File: src/rtl/packet_pkg.sv
// Shared switch packet format: widths, the packed flit struct and its bit width.
package packet_pkg;

    localparam int NUM_PORTS  = 4;
    localparam int ADDR_WIDTH = 4;
    localparam int PAYLOAD_W  = 32;

    typedef struct packed {
        logic [1:0]            src;
        logic [ADDR_WIDTH-1:0] dst;
        logic [PAYLOAD_W-1:0]  data;
    } packet_t;

    localparam int PKT_W = $bits(packet_t);

endpackage

File: src/rtl/sync_fifo.sv
// Single-clock FIFO with a show-ahead head; pointers wrap naturally at DEPTH (power of two).
module sync_fifo #(
    parameter int WIDTH = 8,
    parameter int DEPTH = 4
) (
    input  logic                         clk,
    input  logic                         rst_n,
    input  logic                         push,
    input  logic                         pop,
    input  logic [WIDTH-1:0]             wdata,
    output logic [WIDTH-1:0]             head,
    output logic [$clog2(DEPTH+1)-1:0]   count,
    output logic                         full,
    output logic                         empty
);

    localparam int AW = $clog2(DEPTH);
    localparam int CW = $clog2(DEPTH+1);

    logic [WIDTH-1:0] mem [DEPTH];
    logic [AW-1:0]    wr_ptr;
    logic [AW-1:0]    rd_ptr;
    logic             push_ok;
    logic             pop_ok;

    assign push_ok = push && !full;
    assign pop_ok  = pop && !empty;

    always_ff @(posedge clk or negedge rst_n) begin
        if (!rst_n) begin
            wr_ptr <= '0;
            rd_ptr <= '0;
            count  <= '0;
        end else begin
            if (push_ok) wr_ptr <= wr_ptr + AW'(1);
            if (pop_ok)  rd_ptr <= rd_ptr + AW'(1);
            case ({push_ok, pop_ok})
                2'b10:   count <= count + CW'(1);
                2'b01:   count <= count - CW'(1);
                default: ;
            endcase
        end
    end

    // Storage needs no reset: head is only consumed while the FIFO is non-empty.
    always_ff @(posedge clk) begin
        if (push_ok) mem[wr_ptr] <= wdata;
    end

    assign head  = mem[rd_ptr];
    assign full  = (count == CW'(DEPTH));
    assign empty = (count == '0);

endmodule

File: src/rtl/ingress_port_ctrl.sv
// Ingress side of one switch port: buffers packets, requests the arbiter for the head
// packet, drops undeliverable (dst==0) packets and launches granted flits to the crossbar.
module ingress_port_ctrl
    import packet_pkg::*;
#(
    parameter int PORT_ID    = 0,
    parameter int FIFO_DEPTH = 4
) (
    input  logic                              clk,
    input  logic                              rst_n,
    // Input handshake: a packet transfers on a cycle where in_valid && in_ready;
    // in_valid/in_pkt must hold until that cycle, in_ready never depends on in_valid.
    input  logic                              in_valid,
    output logic                              in_ready,
    input  packet_t                           in_pkt,
    output logic                              port_req,
    output logic [ADDR_WIDTH-1:0]             port_dst,
    input  logic                              grant,
    output logic                              xbar_valid,
    output packet_t                           xbar_pkt,
    output logic [$clog2(FIFO_DEPTH+1)-1:0]   fifo_level,
    output logic [15:0]                       sent_cnt,
    output logic [7:0]                        drop_cnt
);

    localparam int CW = $clog2(FIFO_DEPTH+1);
    localparam logic [CW:0] DEPTH_V = (CW+1)'(FIFO_DEPTH);

    packet_t     wr_pkt;
    packet_t     head_pkt;
    logic        fifo_full;
    logic        fifo_empty;
    logic        push;
    logic        pop;
    logic        launch;
    logic        drop;
    logic [CW:0] count_next;

    always_comb begin
        wr_pkt     = in_pkt;
        wr_pkt.src = PORT_ID[1:0];
    end

    assign push     = in_valid && in_ready && !fifo_full;
    assign port_req = !fifo_empty && (head_pkt.dst != '0);
    assign port_dst = port_req ? head_pkt.dst : '0;
    assign launch   = port_req && grant;
    assign drop     = !fifo_empty && (head_pkt.dst == '0);
    assign pop      = launch || drop;

    assign count_next = {1'b0, fifo_level} + {{CW{1'b0}}, push} - {{CW{1'b0}}, pop};

    sync_fifo #(
        .WIDTH (PKT_W),
        .DEPTH (FIFO_DEPTH)
    ) u_fifo (
        .clk   (clk),
        .rst_n (rst_n),
        .push  (push),
        .pop   (pop),
        .wdata (wr_pkt),
        .head  (head_pkt),
        .count (fifo_level),
        .full  (fifo_full),
        .empty (fifo_empty)
    );

    // Registered launch lines up with the arbiter's registered mux select for the same grant.
    always_ff @(posedge clk or negedge rst_n) begin
        if (!rst_n) begin
            in_ready   <= 1'b0;
            xbar_valid <= 1'b0;
            xbar_pkt   <= '0;
            sent_cnt   <= '0;
            drop_cnt   <= '0;
        end else begin
            in_ready   <= (count_next < DEPTH_V);
            xbar_valid <= launch;
            if (launch) xbar_pkt <= head_pkt;
            if (xbar_valid) sent_cnt <= sent_cnt + 16'd1;
            if (drop && (drop_cnt != 8'hFF)) drop_cnt <= drop_cnt + 8'd1;
        end
    end

endmodule
File: config.mk
export PLATFORM = sky130hd
export DESIGN_NAME = ingress_port_ctrl
export DESIGN_NICKNAME = d
export VERILOG_FILES = /design/src/rtl/packet_pkg.sv /design/src/rtl/sync_fifo.sv /design/src/rtl/ingress_port_ctrl.sv
export SDC_FILE = /design/constraint.sdc
export NUM_CORES = 1
export LEC_CHECK = 0
export CORE_UTILIZATION = 50
export CTS_CLUSTER_DIAMETER = 100
export CTS_CLUSTER_SIZE = 24
export DETAILED_ROUTE_END_ITERATION = 10
export PLACE_DENSITY = 0.77
export SYNTH_ARGS = -nofsm -noshare
export SYNTH_HDL_FRONTEND = slang
export SYNTH_HIERARCHICAL = 1
export SYNTH_SLANG_ARGS = --single-unit
File: constraint.sdc
create_clock -name clk -period 3.4 [get_ports clk]
set_clock_uncertainty 0.15 [all_clocks]
set_input_delay 1.02 -clock clk [delete_from_list [all_inputs] [get_ports clk]]
set_output_delay 1.02 -clock clk [all_outputs]
set_load 0.005 [all_outputs]
Word level (Yosys, flattened, before mapping)
Memories as Yosys holds them, arrays and structs flattened.
Index checks and enable logic that the tools add are counted.
{"block": "classes", "magnitude_cmp": 1, "reduce_logical": 15, "addsub": 8, "n_eq_ne": 4, "muxes": 4}
{"operator": "16-bit by 1-bit adder with 16-bit output (second input constant)", "n": 1}
{"operator": "8-bit by 1-bit adder with 8-bit output (second input constant)", "n": 1}
{"operator": "1-bit logical AND", "n": 8}
{"operator": "8-bit != test (second input constant)", "n": 1}
{"operator": "3-bit one-hot mux with 2 select lines", "n": 1}
{"operator": "2-bit by 1-bit adder with 2-bit output (second input constant)", "n": 2}
{"operator": "3-bit by 1-bit adder with 4-bit output", "n": 1}
{"operator": "4-bit zero test", "n": 1}
{"operator": "4-bit by 3-bit less-than comparator with 1-bit output (second input constant)", "n": 1}
{"operator": "4-bit 2-to-1 mux", "n": 1}
{"operator": "4-bit nonzero test", "n": 1}
{"operator": "4-bit by 1-bit subtractor with 4-bit output", "n": 1}
{"operator": "3-bit by 1-bit adder with 3-bit output (second input constant)", "n": 1}
{"operator": "3-bit equality test (second input constant)", "n": 1}
{"operator": "3-bit zero test", "n": 1}
{"operator": "3-bit by 1-bit subtractor with 3-bit output (second input constant)", "n": 1}
{"operator": "2-bit by 1-bit equality test with 1-bit output (second input constant)", "n": 1}
{"operator": "2-bit equality test (second input constant)", "n": 1}
{"operator": "1-bit zero test", "n": 2}
{"operator": "1-bit 2-to-1 mux", "n": 2}
{"operator": "2-bit nonzero test", "n": 1}
{"operator": "1-bit logical OR", "n": 1}
{"block": "word_totals", "in_bits": 42, "reg_bits": 71, "mem_bits_rw": 144, "mem_count": 1, "elab_cells": 43}
{"name": "u_fifo.mem", "depth": 4, "word_bits": 36, "rd": 1, "rd_clocked_by_memory_dff": 0, "wr": 1, "line": "sync_fifo.sv:20", "source": "logic [WIDTH-1:0] mem [DEPTH];"}

Logic depth before layout (Yosys ltp)
Gate-level depths: netlist of run 1.
{"block": "depth", "word_depth": 8, "depth_mapped": 16}

Hierarchy
Netlist of run 1, hierarchy kept.
{"mod": "sync_fifo", "n_inst": 1, "cells_each": 236, "area_each_um2": 5959.5}
{"mod": "ingress_port_ctrl", "n_inst": 1, "cells_each": 200, "area_each_um2": 2870.3}

Least setup slack after synthesis of run 1
No wires, ideal clock.
{"block": "synth_path", "path_type": "register -> register", "start": "register u_fifo.rd_ptr[0]", "end": "register u_fifo.count[2]", "slack_ns": -0.258, "setup_ns": 0.130, "stages_incl_launch_ff": 17, "path_buffers": 4, "t_required_ns": 3.120, "arrival_time_ns": 3.378, "cell_sequence": "dfrtp_1 buf_6 buf_12 mux4_2 or4_4 nor2b_4 and2_1 buf_6 buf_6 o21bai_1 o31a_1 ha_1 inv_1 fa_1 xor2_1 nor2_1 xor2_1"}
{"element": "start, declared", "line": "sync_fifo.sv:22", "source": "logic [AW-1:0] rd_ptr;"}
{"element": "start signal, assigned", "line": "sync_fifo.sv:36", "source": "if (pop_ok) rd_ptr <= rd_ptr + AW'(1);"}
{"element": "end signal, assigned", "line": "sync_fifo.sv:38", "source": "2'b10: count <= count + CW'(1);"}
{"element": "end signal, assigned", "line": "sync_fifo.sv:39", "source": "2'b01: count <= count - CW'(1);"}
{"element": "end, declared", "line": "sync_fifo.sv:12", "source": "output logic [$clog2(DEPTH+1)-1:0] count,"}

==> results of run 1 <==
[area by class of cell]
class | instances | area [sq um] | area share
inverters | 11 | 41.3 | 0.00384
well taps | 225 | 282 | 0.0262
repair buffers | 135 | 1390 | 0.129
multi-input cells | 194 | 2310 | 0.215
clock inverters | 2 | 28.8 | 0.00268
clock buffers | 20 | 352 | 0.0327
flip-flops and latches | 223 | 6340 | 0.590
[sequential cells by signal, summed over array words and instances, names as in the netlist, 2 cells and up]
register	count
u_fifo/count	3
u_fifo/wr_ptr	2
xbar_pkt	38
u_fifo/mem	152
drop_cnt	8
u_fifo/rd_ptr	2
sent_cnt	16
[routing by layer]
layer	track usage	wire [microns]	vias up
li1	-	-	1956
met5	0	0	-
met3	0.0342	715	21
met4	0.0400	236	0
met1	0.237	6510	2255
met2	0.328	8280	106
[cells by family after synthesis]
kind of cell               after synthesis  synth area share
AOI/OAI and AO/OA                        6           0.00553
muxes                                   81             0.168
buffers and inverters                   26            0.0244
adders and majority gates               11            0.0164
xor gates and xnor gates                27            0.0268
and+or+nand+nor                         61            0.0401
DFF                                    223             0.718
other                                    1          0.000425
[synth_stat cells, drive strengths merged]
| master | n |
|---|---|
| nand3 | 4 |
| buf | 14 |
| clkbuf | 1 |
| or2 | 1 |
| a211oi | 1 |
| inv | 11 |
| and2 | 6 |
| nor3 | 3 |
| fa | 1 |
| a22o | 1 |
| xor2 | 10 |
| and3 | 5 |
| a31oi | 1 |
| nand2 | 12 |
| conb | 1 |
| xnor2 | 17 |
| nor2 | 6 |
| mux4 | 38 |
| o31a | 1 |
| edfxtp | 152 |
| nor4 | 3 |
| ha | 10 |
| nand4 | 10 |
| mux2i | 1 |
| mux2 | 42 |
| nor3b | 1 |
| or4 | 1 |
| o21bai | 1 |
| a21oi | 1 |
| dfrtp | 71 |
| and4 | 2 |
| nor2b | 7 |
[worst paths after layout]
kind | end | slack (ps) | cells past startpoint
max in group asynchronous | xbar_pkt[17] | 2060 | 2
min | sent_cnt[15] | 340 | 1
max reg2reg | u_fifo/count[2] | 30 | 11
max | port_req | -50 | 4
min in group asynchronous | xbar_pkt[7] | 390 | 1
min reg2reg | sent_cnt[15] | 340 | 1
[power by group through the flow]
| stage | clock [mW] | combinational [mW] | sequential (mW) |
|---|---|---|---|
| floorplan | 0 | 1.91 | 3.76 |
| global placement | 0 | 2.92 | 3.82 |
| detailed placement | 0 | 3.01 | 3.85 |
| CTS | 1.63 | 3.06 | 3.79 |
| global route | 1.71 | 3.23 | 3.85 |
| finish | 1.57 | 2.99 | 3.79 |
[through the flow]
step                      hold WS (ps)  total power, mW  setup slack, ps  utilization  cells
final                              336             8.35            -53.5        0.621    810
after global routing               359             8.80             -133        0.621    810
after CTS                          344             8.48            -81.9        0.621    810
after detailed placement           328             6.86            -40.3        0.598    784
after global placement             310             6.74             28.2        0.598    784
after floorplan                    315             5.67             -191            -    443
[repair_timing]
item,4_1_cts,5_1_grt
gates resized for setup,6,2
pin swaps,1,1
setup buffers,4,0
setup endpoints to repair,3,4
[critical path, delay by kind of cell (launching register included)]
family                 cells  cell delay [ps]
buffers and inverters      1              120
DFF                        1              470
muxes                      1              540
and+or+nand+nor            2              690
==> results.tsv, run 1 <==
stage	metric	value	unit
status	result of the run	finished, violations left	
status	failing checks	setup timing	
worst_hold_path	worst min-delay path startpoint	sent_cnt[15]	
cells_and_area	share of post-route cells with drive strength above 1	0.234	
cells_and_area	antenna diode count	0	
place	final weighted congestion in routability-driven placement	0.846	
global_routing	total congestion overflow	0	
pwr	total internal power	6.03	mW
clock_network	Clock Latency Late Sink	470	ps
worst_setup_path	Critical Path RT	2230	ps
pwr	Sw Pwr	2.32	mW
pwr	reported leakage power	3.99	nW
worst_setup_path	data arrival time at the worst-slack endpoint	2280	ps
worst_hold_path	type of the most critical hold path	flip-flop to flip-flop	
clock_network	total of hold buffers inserted after clock tree synthesis	0	
sta	share of the clock period used by the worst path	1.02	
detailed_routing	via total after detailed routing	4338	
cells_and_area	most used cells in the layout excluding fill and tap cells	edfxtp_1 (152), clkdlybuf4s50_1 (106), dfrtp_1 (69)	
pwr	clock network fraction of design power	0.188	
logic_synthesis	library cells used by synthesis	38	
sta	post-layout min period	3450	ps
detailed_routing	DRC marker count from the first detailed-route iteration	216	
floorplanning	number of placement rows	48	
pwr	switching fraction of total power	0.278	
logic_synthesis	count of yosys warnings during synthesis	6	
place	placed instance area	10300	sq um
sta	RSZ-0062 raised after global routing	true	
cells_and_area	Layout area overhead	21.7	%
pwr	PwrDens	777	nW/um^2
detailed_routing	residual DRC count	0	
logic_synthesis	post-synthesis cell area	8830	sq um
worst_setup_path	Setup CP Type	flip-flop to output port	
pwr	maximum vdd drop	0.448	mV
cells_and_area	final design area excluding fillers	10700	sq um
global_routing	number of global-route vias before repair	4752	
global_routing	maximum number of pins on one net before global-route repair	47	
clock_network	post-CTS clock slew at the launch and capture registers of the worst setup and hold paths	90	ps
worst_setup_path	Worst Path Max Fanout	5	
logic_synthesis	#FFs+latches synth	223	
detailed_routing	DR WL/cell	19.4	microns
cells_and_area	most common cell after layout, fill and taps aside	edfxtp_1	
logic_synthesis	number of standard cells after synthesis	436	
worst_setup_path	launch point of the critical path	u_fifo/rd_ptr[0]	
logic_synthesis	portion of synthesized cell area occupied by the leading cell type	0.517	
worst_setup_path	nature of the critical path startpoint	flip-flop	
sta	Setup WS post-layout	-53.5	ps
clock_network	TritonCTS clock tree	yes	
place	count of input and output buffers	111	
floorplanning	die area	18200	sq um
clock_network	number of levels the H-tree was split into	1	
clock_network	clock root buffer	clkbuf_16	
worst_setup_path	slowest stage cell on the critical path	or4_4	
worst_setup_path	maximum cell stage delay along the critical path	550	ps
pwr	combinational cell fraction of total power	0.358	
sta	Setup violations, final	1	
floorplanning	I/O pins	114	
cells_and_area	number of nets in the layout	631	
sta	max-slew violation total from the final report	0	
sta	worst slew slack as a fraction of its limit	0.460	
worst_setup_path	crit end category	output port	
sta	final count of hold timing violations	0	
logic_synthesis	syn_area_per_cell	20.3	sq um
detailed_routing	Routed WL	15700	microns
sta	fmax	290	MHz
flow_run	total of max-cap violations	0	
pwr	proportion of power drawn by flip-flops and latches	0.454	
logic_synthesis	leading post-synthesis cells by cell area	edfxtp_1 (52%), dfrtp_1 (20%), mux4_2 (9.7%), mux2_4 (6.6%), xnor2_1 (1.7%)	
sta	slew of the pin with the lowest slew margin	810	ps
global_routing	first-pass GRT wire length	25600	microns
floorplanning	core region area	17300	sq um
worst_setup_path	RR Startpoint	u_fifo/rd_ptr[0]	
detailed_routing	ANT nets after route	0	
clock_network	number of clock sinks	223	
detailed_routing	number of vias per cell	5.36	
global_routing	gr usage total	0.185	
logic_synthesis	largest area contributor in the synthesized netlist	edfxtp_1	
clock_network	clock buffers created by TritonCTS	13	
clock_network	deepest clock path buffer count	3	
worst_setup_path	crit-path cells	mux4_2 > or4_4 > nor2b_4 > buf_2	
floorplanning	initial core utilization	0.510	
logic_synthesis	portion of the post-synthesis area used by sequential elements	0.718	
floorplanning	height of the die	135	microns
place	placed wire-length estimate	10100	microns
global_routing	number of antenna violations at the first check in global routing	0	
sta	setup TNS after final layout	-53.5	ps
cells_and_area	count of filler cells inserted in the layout	1226	
floorplanning	horizontal extent of the die	135	microns
detailed_routing	number of iterations in the first detailed-routing pass	4	
Note: power is estimated with default switching activity, not from simulation.
==> run 2: changes to the inputs <==
--- a/config.mk
+++ b/config.mk
@@ -5,9 +5,9 @@
 export SDC_FILE = /design/constraint.sdc
 export NUM_CORES = 1
 export LEC_CHECK = 0
+export CORE_MARGIN = 1.5
 export CORE_UTILIZATION = 50
 export CTS_CLUSTER_DIAMETER = 100
-export CTS_CLUSTER_SIZE = 24
 export DETAILED_ROUTE_END_ITERATION = 10
 export PLACE_DENSITY = 0.77
 export SYNTH_ARGS = -nofsm -noshare
==> results.tsv, run 2 (synthesized netlist as in run 1, its figures left out) <==
stage	metric	value	unit
cells_and_area	count of filler cells inserted in the layout	1183	
clock_network	number of levels the H-tree was split into	1	
cells_and_area	antenna diode count	0	
clock_network	TritonCTS clock tree	yes	
sta	setup TNS after final layout	-109	ps
clock_network	post-CTS clock slew at the launch and capture registers of the worst setup and hold paths	60	ps
global_routing	total congestion overflow	0	
sta	worst slack on hold paths	330	ps
pwr	combinational cell fraction of total power	0.324	
detailed_routing	DR WL/cell	19.6	microns
pwr	reported leakage power	4.15	nW
place	count of input and output buffers	111	
sta	fmax	285	MHz
detailed_routing	total routed wire length on the met1 layer	7080	microns
clock_network	deepest clock path buffer count	3	
sta	max-slew violation total from the final report	0	
floorplanning	height of the die	136	microns
detailed_routing	routed wire length on met2	8240	microns
cells_and_area	most used cells in the layout excluding fill and tap cells	edfxtp_1 (152), clkdlybuf4s50_1 (107), dfrtp_1 (69)	
sta	final count of hold timing violations	0	
status	failing checks	setup timing	
worst_setup_path	crit end category	output port	
place	placed instance area	10300	sq um
detailed_routing	Top Metal Used	met4	
cells_and_area	flip-flop count of the largest register after layout	152	
pwr	switching fraction of total power	0.267	
detailed_routing	Routed WL	16300	microns
sta	share of the clock period used by the worst path	1.03	
cells_and_area	number of nets in the layout	641	
detailed_routing	number of iterations in the first detailed-routing pass	4	
flow_run	total of max-cap violations	0	
worst_setup_path	nature of the critical path startpoint	flip-flop	
worst_setup_path	Setup CP Type	flip-flop to output port	
place	final weighted congestion in routability-driven placement	0.824	
detailed_routing	ANT nets after route	0	
sta	Setup violations, final	1	
cells_and_area	largest registers ranked by flip-flop count	u_fifo/mem (152), xbar_pkt (38), sent_cnt (16)	
pwr	maximum vdd drop	0.598	mV
pwr	total internal power	6.76	mW
floorplanning	core region area	17300	sq um
detailed_routing	wire length on met3	699	microns
sta	Setup WS post-layout	-109	ps
place	placed wire-length estimate	9960	microns
floorplanning	horizontal extent of the die	136	microns
clock_network	clock buffers created by TritonCTS	23	
detailed_routing	number of vias per cell	5.28	
floorplanning	I/O pins	114	
detailed_routing	via total after detailed routing	4379	
clock_network	Clock Latency Late Sink	500	ps
detailed_routing	DRC marker count from the first detailed-route iteration	234	
sta	post-layout min period	3510	ps
clock_network	clock root buffer	clkbuf_16	
cells_and_area	share of post-route cells with drive strength above 1	0.260	
floorplanning	initial core utilization	0.510	
global_routing	first-pass GRT wire length	25800	microns
sta	RSZ-0062 raised after global routing	true	
cells_and_area	Top reg by flops	u_fifo/mem	
pwr	PwrDens	832	nW/um^2
global_routing	gr usage total	0.184	
worst_setup_path	Worst Path Max Fanout	7	
cells_and_area	most common cell after layout, fill and taps aside	edfxtp_1	
global_routing	number of global-route vias before repair	4753	
pwr	Sw Pwr	2.46	mW
pwr	clock network fraction of design power	0.264	
floorplanning	number of placement rows	48	
global_routing	number of antenna violations at the first check in global routing	0	
status	result of the run	finished, violations left	
sta	worst slew slack as a fraction of its limit	0.459	
cells_and_area	final design area excluding fillers	11100	sq um
pwr	proportion of power drawn by flip-flops and latches	0.412	
worst_hold_path	type of the most critical hold path	input pin to asynchronous set/reset pin	
worst_setup_path	data arrival time at the worst-slack endpoint	2340	ps
global_routing	maximum number of pins on one net before global-route repair	45	
floorplanning	die area	18500	sq um
detailed_routing	residual DRC count	0	
sta	slew of the pin with the lowest slew margin	812	ps
clock_network	number of clock sinks	223	
worst_setup_path	Critical Path RT	2230	ps
cells_and_area	Layout area overhead	25.5	%
## run 2: cell types whose count changed in the layout (fill, tap and decap cells not counted), sizes merged
cell           before  now
bufinv              0    2
clkbuf             20   31
clkdlybuf4s50     106  107
clkinv              0    6
clkinvlp            0    2
dlygate4sd2         1    2
dlymetal6s2s        2    0
inv                13   12
## run 2: layout make-up
cell class,count,area (sq um),area share
Clock inverter,11,116,0.0105
Timing Repair Buffer,135,1360,0.123
Clock buffer,31,626,0.0565
Tap cell,225,282,0.0254
Sequential cell,223,6340,0.572
Inverter,11,41.3,0.00373
Multi-Input combinational cell,194,2310,0.209
## run 2: worst paths after layout
path | start | end | slack (ps) | depth (start not counted)
max | u_fifo/rd_ptr[0] | port_req | -110 | 4
min | rst_n | xbar_pkt[7] | 330 | 1
max reg2reg | u_fifo/rd_ptr[0] | u_fifo/count[2] | 10 | 11
min reg2reg | sent_cnt[15] | sent_cnt[15] | 330 | 1
max in group asynchronous | rst_n | xbar_pkt[11] | 2170 | 2
min in group clk | sent_cnt[15] | sent_cnt[15] | 330 | 1
## run 2: per-stage QoR
stage	power, mW	instances	worst slack (ps)	util
global route	9.68	830	-172	0.641
detailed placement	6.85	783	-38.7	0.596
floorplan	5.67	443	-191	-
global placement	6.74	783	42.0	0.596
finish	9.22	830	-109	0.641
CTS	9.34	830	-127	0.640
## run 2: layer usage
metal	track usage	up-vias
li1	-	1987
met1	0.246	2266
met2	0.316	104
met3	0.0350	22
met4	0.0408	0
met5	0	-
## run 2: power by group through the flow
stage | Combinational, mW | Clock, mW | Sequential, mW
4_1_cts | 3.04 | 2.50 | 3.80
6_report | 2.99 | 2.43 | 3.80
3_3_place_gp | 2.92 | 0 | 3.82
5_1_grt | 3.23 | 2.59 | 3.85
3_5_place_dp | 3.00 | 0 | 3.85
2_1_floorplan | 1.91 | 0 | 3.76
## run 2: critical path, stage by stage (launching register included)
cell and delay [ps]:
dfrtp_2 470, mux4_2 560, or4_4 540, nor2b_4 140, buf_2 130
## run 2: repair_timing
item / 4_1_cts / 5_1_grt
gates resized for setup: 7 / 1
buffers inserted: 5 / 0
pin swaps: 1 / 0
setup endpoints to repair: 5 / 3
hold buffers: 0 / 0
hold endpoints to repair: 0 / 0
